## src/rtl/multicycle_controller_pkg.sv

```systemverilog
// rtl/multicycle_controller_pkg.sv - shared types and encodings for the multicycle RV32I controller
package controller_pkg;

    typedef enum logic [3:0] {
        S_FETCH,
        S_DECODE,
        S_MEMADR,
        S_MEMREAD,
        S_MEMWB,
        S_MEMWRITE,
        S_EXECUTER,
        S_EXECUTEI,
        S_ALUWB,
        S_BRANCH,
        S_JAL,
        S_ILLEGAL
    } state_t;

    typedef enum logic [1:0] {
        ALU_OP_ADD   = 2'b00,
        ALU_OP_SUB   = 2'b01,
        ALU_OP_FUNCT = 2'b10
    } alu_op_t;

    localparam logic [6:0] OP_LOAD   = 7'b0000011;
    localparam logic [6:0] OP_STORE  = 7'b0100011;
    localparam logic [6:0] OP_RTYPE  = 7'b0110011;
    localparam logic [6:0] OP_ITYPE  = 7'b0010011;
    localparam logic [6:0] OP_BRANCH = 7'b1100011;
    localparam logic [6:0] OP_JAL    = 7'b1101111;

    localparam logic [2:0] ALU_ADD = 3'b000;
    localparam logic [2:0] ALU_SUB = 3'b001;
    localparam logic [2:0] ALU_AND = 3'b010;
    localparam logic [2:0] ALU_OR  = 3'b011;
    localparam logic [2:0] ALU_SLT = 3'b101;

    localparam logic [1:0] IMM_I = 2'b00;
    localparam logic [1:0] IMM_S = 2'b01;
    localparam logic [1:0] IMM_B = 2'b10;
    localparam logic [1:0] IMM_J = 2'b11;

    function automatic logic [1:0] imm_src_of(input logic [6:0] op);
        case (op)
            OP_STORE:  return IMM_S;
            OP_BRANCH: return IMM_B;
            OP_JAL:    return IMM_J;
            default:   return IMM_I;
        endcase
    endfunction

endpackage

```

## src/rtl/multicycle_controller_if.sv

```systemverilog
// rtl/multicycle_controller_if.sv - controller to datapath control/status bundle
interface multicycle_controller_if;
    logic [6:0] op;
    logic [2:0] funct3;
    logic       funct7b5;
    logic       zero;
    logic       pc_write;
    logic       adr_src;
    logic       mem_write;
    logic       ir_write;
    logic       reg_write;
    logic [1:0] result_src;
    logic [1:0] alu_src_a;
    logic [1:0] alu_src_b;
    logic [1:0] imm_src;
    logic [2:0] alu_control;
    logic       instr_done;
    logic       illegal;

    modport master (
        input  op, funct3, funct7b5, zero,
        output pc_write, adr_src, mem_write, ir_write, reg_write, result_src,
               alu_src_a, alu_src_b, imm_src, alu_control, instr_done, illegal
    );

    modport slave (
        output op, funct3, funct7b5, zero,
        input  pc_write, adr_src, mem_write, ir_write, reg_write, result_src,
               alu_src_a, alu_src_b, imm_src, alu_control, instr_done, illegal
    );
endinterface

```

## src/rtl/multicycle_controller_alu_decoder.sv

```systemverilog
// rtl/multicycle_controller_alu_decoder.sv - maps alu_op and funct fields to an ALU operation
module alu_decoder
    import controller_pkg::*;
(
    input  alu_op_t    alu_op,
    input  logic [2:0] funct3,
    input  logic       op5,
    input  logic       funct7b5,
    output logic [2:0] alu_control
);

    always_comb begin
        alu_control = ALU_ADD;
        case (alu_op)
            ALU_OP_ADD: alu_control = ALU_ADD;
            ALU_OP_SUB: alu_control = ALU_SUB;
            ALU_OP_FUNCT: begin
                case (funct3)
                    // op5 separates R-type from addi, whose imm bit 30 must not select sub
                    3'b000:  alu_control = (op5 & funct7b5) ? ALU_SUB : ALU_ADD;
                    3'b010:  alu_control = ALU_SLT;
                    3'b110:  alu_control = ALU_OR;
                    3'b111:  alu_control = ALU_AND;
                    default: alu_control = ALU_ADD;
                endcase
            end
            default: alu_control = ALU_ADD;
        endcase
    end

endmodule

```

## src/rtl/multicycle_controller.sv

```systemverilog
// rtl/multicycle_controller.sv - main control FSM sequencing a multicycle RV32I datapath
module multicycle_controller
    import controller_pkg::*;
#(
    parameter bit TRAP_ILLEGAL = 1'b1
) (
    input  logic                    clk,
    input  logic                    reset,
    multicycle_controller_if.master bus
);

    state_t     state, state_next;
    alu_op_t    alu_op;
    logic       pc_write, adr_src, mem_write, ir_write, reg_write;
    logic       instr_done, illegal, branch_taken;
    logic [1:0] result_src, alu_src_a, alu_src_b;
    logic [2:0] alu_control;

    always_ff @(posedge clk or negedge reset) begin
        if (!reset) state <= S_FETCH;
        else        state <= state_next;
    end

    always_comb begin
        state_next = state;
        case (state)
            S_FETCH:  state_next = S_DECODE;
            S_DECODE: begin
                case (bus.op)
                    OP_LOAD, OP_STORE: state_next = S_MEMADR;
                    OP_RTYPE:          state_next = S_EXECUTER;
                    OP_ITYPE:          state_next = S_EXECUTEI;
                    OP_BRANCH:         state_next = S_BRANCH;
                    OP_JAL:            state_next = S_JAL;
                    default:           state_next = TRAP_ILLEGAL ? S_ILLEGAL : S_FETCH;
                endcase
            end
            S_MEMADR:   state_next = (bus.op == OP_LOAD) ? S_MEMREAD : S_MEMWRITE;
            S_MEMREAD:  state_next = S_MEMWB;
            S_MEMWB:    state_next = S_FETCH;
            S_MEMWRITE: state_next = S_FETCH;
            S_EXECUTER: state_next = S_ALUWB;
            S_EXECUTEI: state_next = S_ALUWB;
            S_ALUWB:    state_next = S_FETCH;
            S_BRANCH:   state_next = S_FETCH;
            S_JAL:      state_next = S_ALUWB;
            S_ILLEGAL:  state_next = S_ILLEGAL;
            default:    state_next = S_FETCH;
        endcase
    end

    assign branch_taken = ((bus.funct3 == 3'b000) &  bus.zero) |
                          ((bus.funct3 == 3'b001) & ~bus.zero);

    always_comb begin
        pc_write   = 1'b0;
        adr_src    = 1'b0;
        mem_write  = 1'b0;
        ir_write   = 1'b0;
        reg_write  = 1'b0;
        result_src = 2'b00;
        alu_src_a  = 2'b00;
        alu_src_b  = 2'b00;
        alu_op     = ALU_OP_ADD;
        instr_done = 1'b0;
        illegal    = 1'b0;
        case (state)
            S_FETCH: begin
                ir_write   = 1'b1;
                pc_write   = 1'b1;
                alu_src_b  = 2'b10;
                result_src = 2'b10;
            end
            S_DECODE: begin
                alu_src_a = 2'b01;
                alu_src_b = 2'b01;
                // an unknown opcode retires here when it is not trapped
                if (!TRAP_ILLEGAL) begin
                    case (bus.op)
                        OP_LOAD, OP_STORE, OP_RTYPE, OP_ITYPE, OP_BRANCH, OP_JAL: instr_done = 1'b0;
                        default: instr_done = 1'b1;
                    endcase
                end
            end
            S_MEMADR: begin
                alu_src_a = 2'b10;
                alu_src_b = 2'b01;
            end
            S_MEMREAD: adr_src = 1'b1;
            S_MEMWB: begin
                result_src = 2'b01;
                reg_write  = 1'b1;
                instr_done = 1'b1;
            end
            S_MEMWRITE: begin
                adr_src    = 1'b1;
                mem_write  = 1'b1;
                instr_done = 1'b1;
            end
            S_EXECUTER: begin
                alu_src_a = 2'b10;
                alu_op    = ALU_OP_FUNCT;
            end
            S_EXECUTEI: begin
                alu_src_a = 2'b10;
                alu_src_b = 2'b01;
                alu_op    = ALU_OP_FUNCT;
            end
            S_ALUWB: begin
                reg_write  = 1'b1;
                instr_done = 1'b1;
            end
            S_BRANCH: begin
                alu_src_a  = 2'b10;
                alu_op     = ALU_OP_SUB;
                instr_done = 1'b1;
                pc_write   = branch_taken;
            end
            S_JAL: begin
                alu_src_a = 2'b01;
                alu_src_b = 2'b10;
                pc_write  = 1'b1;
            end
            S_ILLEGAL: illegal = 1'b1;
            default: ;
        endcase
    end

    alu_decoder u_alu_decoder (
        .alu_op      (alu_op),
        .funct3      (bus.funct3),
        .op5         (bus.op[5]),
        .funct7b5    (bus.funct7b5),
        .alu_control (alu_control)
    );

    assign bus.pc_write    = pc_write;
    assign bus.adr_src     = adr_src;
    assign bus.mem_write   = mem_write;
    assign bus.ir_write    = ir_write;
    assign bus.reg_write   = reg_write;
    assign bus.result_src  = result_src;
    assign bus.alu_src_a   = alu_src_a;
    assign bus.alu_src_b   = alu_src_b;
    assign bus.imm_src     = imm_src_of(bus.op);
    assign bus.alu_control = alu_control;
    assign bus.instr_done  = instr_done;
    assign bus.illegal     = illegal;

endmodule

```

## src/flat_wrapper.sv

```systemverilog
// flat-port wrapper written by rule: the top's interface ports become plain ports
module multicycle_controller_flat import controller_pkg::*;
#(
    parameter bit TRAP_ILLEGAL = 1'b1
)
  (clk, reset, bus_op, bus_funct3, bus_funct7b5, bus_zero, bus_pc_write, bus_adr_src, bus_mem_write, bus_ir_write, bus_reg_write, bus_result_src, bus_alu_src_a, bus_alu_src_b, bus_imm_src, bus_alu_control, bus_instr_done, bus_illegal);
  multicycle_controller_if bus_i ();
  input  logic clk;
  input  logic reset;
  input wire logic [$bits(bus_i.op)-1:0] bus_op;
  input wire logic [$bits(bus_i.funct3)-1:0] bus_funct3;
  input wire logic [$bits(bus_i.funct7b5)-1:0] bus_funct7b5;
  input wire logic [$bits(bus_i.zero)-1:0] bus_zero;
  output wire logic [$bits(bus_i.pc_write)-1:0] bus_pc_write;
  output wire logic [$bits(bus_i.adr_src)-1:0] bus_adr_src;
  output wire logic [$bits(bus_i.mem_write)-1:0] bus_mem_write;
  output wire logic [$bits(bus_i.ir_write)-1:0] bus_ir_write;
  output wire logic [$bits(bus_i.reg_write)-1:0] bus_reg_write;
  output wire logic [$bits(bus_i.result_src)-1:0] bus_result_src;
  output wire logic [$bits(bus_i.alu_src_a)-1:0] bus_alu_src_a;
  output wire logic [$bits(bus_i.alu_src_b)-1:0] bus_alu_src_b;
  output wire logic [$bits(bus_i.imm_src)-1:0] bus_imm_src;
  output wire logic [$bits(bus_i.alu_control)-1:0] bus_alu_control;
  output wire logic [$bits(bus_i.instr_done)-1:0] bus_instr_done;
  output wire logic [$bits(bus_i.illegal)-1:0] bus_illegal;
  assign bus_i.op = bus_op;
  assign bus_i.funct3 = bus_funct3;
  assign bus_i.funct7b5 = bus_funct7b5;
  assign bus_i.zero = bus_zero;
  assign bus_pc_write = bus_i.pc_write;
  assign bus_adr_src = bus_i.adr_src;
  assign bus_mem_write = bus_i.mem_write;
  assign bus_ir_write = bus_i.ir_write;
  assign bus_reg_write = bus_i.reg_write;
  assign bus_result_src = bus_i.result_src;
  assign bus_alu_src_a = bus_i.alu_src_a;
  assign bus_alu_src_b = bus_i.alu_src_b;
  assign bus_imm_src = bus_i.imm_src;
  assign bus_alu_control = bus_i.alu_control;
  assign bus_instr_done = bus_i.instr_done;
  assign bus_illegal = bus_i.illegal;
  multicycle_controller #(.TRAP_ILLEGAL(TRAP_ILLEGAL)) u_core (.clk(clk), .reset(reset), .bus(bus_i));
endmodule
```

## config.mk

```make
export PLATFORM = sky130hd
export DESIGN_NAME = multicycle_controller_flat
export DESIGN_NICKNAME = d
export VERILOG_FILES = /design/src/rtl/multicycle_controller_pkg.sv /design/src/rtl/multicycle_controller_if.sv /design/src/rtl/multicycle_controller_alu_decoder.sv /design/src/rtl/multicycle_controller.sv /design/src/flat_wrapper.sv
export SDC_FILE = /design/constraint.sdc
export NUM_CORES = 1
export LEC_CHECK = 0
export ABC_CLOCK_PERIOD_IN_PS = 3100
export CORE_MARGIN = 1
export CORE_UTILIZATION = 41
export DETAILED_ROUTE_END_ITERATION = 8
export PLACE_DENSITY = 0.85
export SLEW_MARGIN = 5
export SYNTH_ARGS = -nofsm -noshare
export SYNTH_HDL_FRONTEND = slang
export SYNTH_SLANG_ARGS = --single-unit
```

## constraint.sdc

```tcl
create_clock -name clk -period 3.1 [get_ports clk]
set_clock_uncertainty 0.1 [all_clocks]
set_input_delay 0.62 -clock clk [delete_from_list [all_inputs] [get_ports clk]]
set_output_delay 0.62 -clock clk [all_outputs]
set_load 0.01 [all_outputs]
```

==> results.yml <==
yosys:
  synth_top_area_cell: "dfrtp_1"
  avgSynthCellArea_um2: 7.263
  syn_nets: 98
  netlist_top_cells_area: "dfrtp_1, nor3_1, nor2_1"
  netlist_instances: 82
  seq_area_frac_synth_pct: 16.81
  yosysTopAreaCellShare_pct: 16.81
  syn-cell-area_um2: 595.6
  yosys_warnings: 0
  synth_cell_type_count: 35
  ys_seq_elements: 4
timing:
  hold_violations: 0
  period_share_pct: 94.45
  tns_ps: 0
  worst_slew_pin_slew_ps: 246.8
  fin_crit_ps: 2928
  hold_slack_ps: 485.6
  max_freq_mhz: 341.5
  layout_setup_ws_ps: 172.2
  finalSetupViolCount: 0
  slew_viol_final: 0
  slew_headroom_pct: 83.32
detailed_routing:
  wl_per_cell_um: 13.05
  viasPerCell: 5.679
  totalWireLength_um: 1710
  drtIter0Drc: 11
  ant_nets: 0
  drcViolationCount: 0
  drt-pass1-iter-count: 5
  vias: 744
cts:
  clockBufferDepth: 2
  clock_latency_ps: 240
  numCtsBuffers: 3
  cts.clk_slew.worst_paths_ps: 40
  post_cts_buffers: 0
  cts_sinks: 4
  cts_tree: "built"
  ctsHtreeMaxLevel: 1
  root_buffer: "clkbuf_4"
  cts_hold_buf: 0
place:
  port_buffers: 31
  globalplace.congestion: 0.7814
  placed_cell_area_um2: 930.9
  post-dp-hpwl_um: 1288
  dp_slack_ps: 159.8
layout:
  diodes: 0
  nets: 134
  stdcell_area_um2: 955.9
  finish.utilization_pct: 71.67
  top_regs: "u_core.state x4"
  largest_reg_flops: 4
  regMostFlops: "u_core.state"
  drive_gt1_share_pct: 10.34
  syn2layout_area_growth_pct: 60.50
power_and_ir_drop:
  total_leakage_power_uw: 0.0003746
  power_density_nw_per_um2: 829.8
  vdd_ir_drop_max_uv: 525.9
floorplanning:
  num_io_pins: 32
  die_w_um: 40.12
  initial_core_util_pct: 44.65
  coreArea_um2: 1334
  die_h_um: 40.12
  rows: 13
  die_area_um2: 1609
critical_path:
  reg2reg_from: "u_core.state[3]"
  setup.worst_path.class: "primary input to output port"
  crit_family: "buffers and inverters"
  reg2reg_depth: 4
  crit_required_ps: 2380
  path_buf_inv: 2
  cp_cell_sequence: "clkdlybuf4s50_1 > or3_4 > a21oi_1 > clkdlybuf4s50_1"
  r2r_slack_ps: 1680
  crit_fanout: 5
  endpoint_kind: "output port"
  reg2reg_to: "u_core.state[1]"
  critPathMaxStageDelay_ps: 540
  cp-start-kind: "primary input"
  path_common_cell: "clkdlybuf4s50_1"
  cp_slowest_cell: "clkdlybuf4s50_1"
  cp.arrival_ps: 2210
grt:
  grt.total_usage_pct: 25.32
  antenna_found_initial: 0
  overflow: 0
  grt_pass1_vias: 618
  grt_pass1_wl_um: 2732
  grt_max_degree: 19
hold_path:
  hold_class: "primary input to asynchronous set/reset pin"
outcome:
  status: "complete, no violations"
job:
  maxCapViolations: 0
## cells in the mapped netlist (all sizes together)
library cell and count:
a211oi 1, a21oi 4, a311o 1, a41oi 1
and2 1, and2b 1, and3 3, and3b 1
and4b 1, buf 5, dfrtp 4, ha 2
inv 5, nand2 3, nand2b 4, nand3 3
nand3b 1, nand4b 2, nor2 8, nor2b 4
nor3 7, nor3b 1, nor4 1, nor4b 1
o21ai 5, o21bai 1, o2bb2ai 1, o31ai 2
o41ai 1, or2 1, or3 2, xnor2 3
xor2 1
## routing by layer
layer  up-vias  track usage [%]  share of wire, %
met4         0            9.483              0.64
met2        26            41.53                49
met3         2            5.000               4.7
met5         -                0                 0
li1        367                -                 -
met1       349            32.23                46
## per-stage QoR
step                      std cells  total power [uW]
after floorplan                  82             456.7
after global placement          128             703.8
after detailed placement        128             720.4
after CTS                       131             790.0
after global routing            131             862.1
final                           131             793.3
## how the worst max path moves through the flow
stage / start / to / depth (start not counted)
global placement: bus_op[3] / bus_imm_src[0] / 4
global route: u_core.state[2] / bus_alu_control[2] / 5
finish: bus_op[3] / bus_imm_src[0] / 4
CTS: bus_op[3] / bus_imm_src[0] / 4
floorplan: u_core.state[1] / bus_alu_control[2] / 5
detailed placement: bus_op[3] / bus_imm_src[0] / 4
## cells by family (layout without fill, tap and decap cells)
family / after synthesis / count (layout) / synth area share (%)
and+or+nand+nor: 45 / 45 / 44.75
adders and majority gates: 2 / 2 / 4.201
xor gates and xnor gates: 4 / 4 / 5.883
AOI/OAI and AO/OA: 17 / 17 / 19.96
DFF: 4 / 4 / 16.81
buffers and inverters: 10 / 44 / 8.404
## layout make-up
class | instances | area, um2
well taps | 15 | 18.77
multi-input cells | 68 | 447.9
repair buffers | 36 | 347.8
fillers | 109 | 377.9
clock buffers | 3 | 22.52
inverters | 5 | 18.77
flip-flops and latches | 4 | 100.1
## where the power goes
part / switching [uW] / internal, uW
Clock: 21.7 / 43.3
Combinational: 301 / 328
Sequential: 22.0 / 77.2
## cells in the final DEF, fill, tap and decap left out, drive strengths merged, types with 2 or more instances in the layout
master,count
a21oi,4
and3,3
buf,5
clkbuf,3
clkdlybuf4s50,31
dfrtp,4
ha,2
inv,5
nand2,3
nand2b,4
nand3,3
nand4b,2
nor2,8
nor2b,4
nor3,7
o21ai,5
o31ai,2
or3,2
xnor2,3
## repair_timing
item                       CTS  global route
hold endpoints to repair     0             0
resized for setup            0             1
setup endpoints to repair    0             1
(Power assumes the default switching activity.)
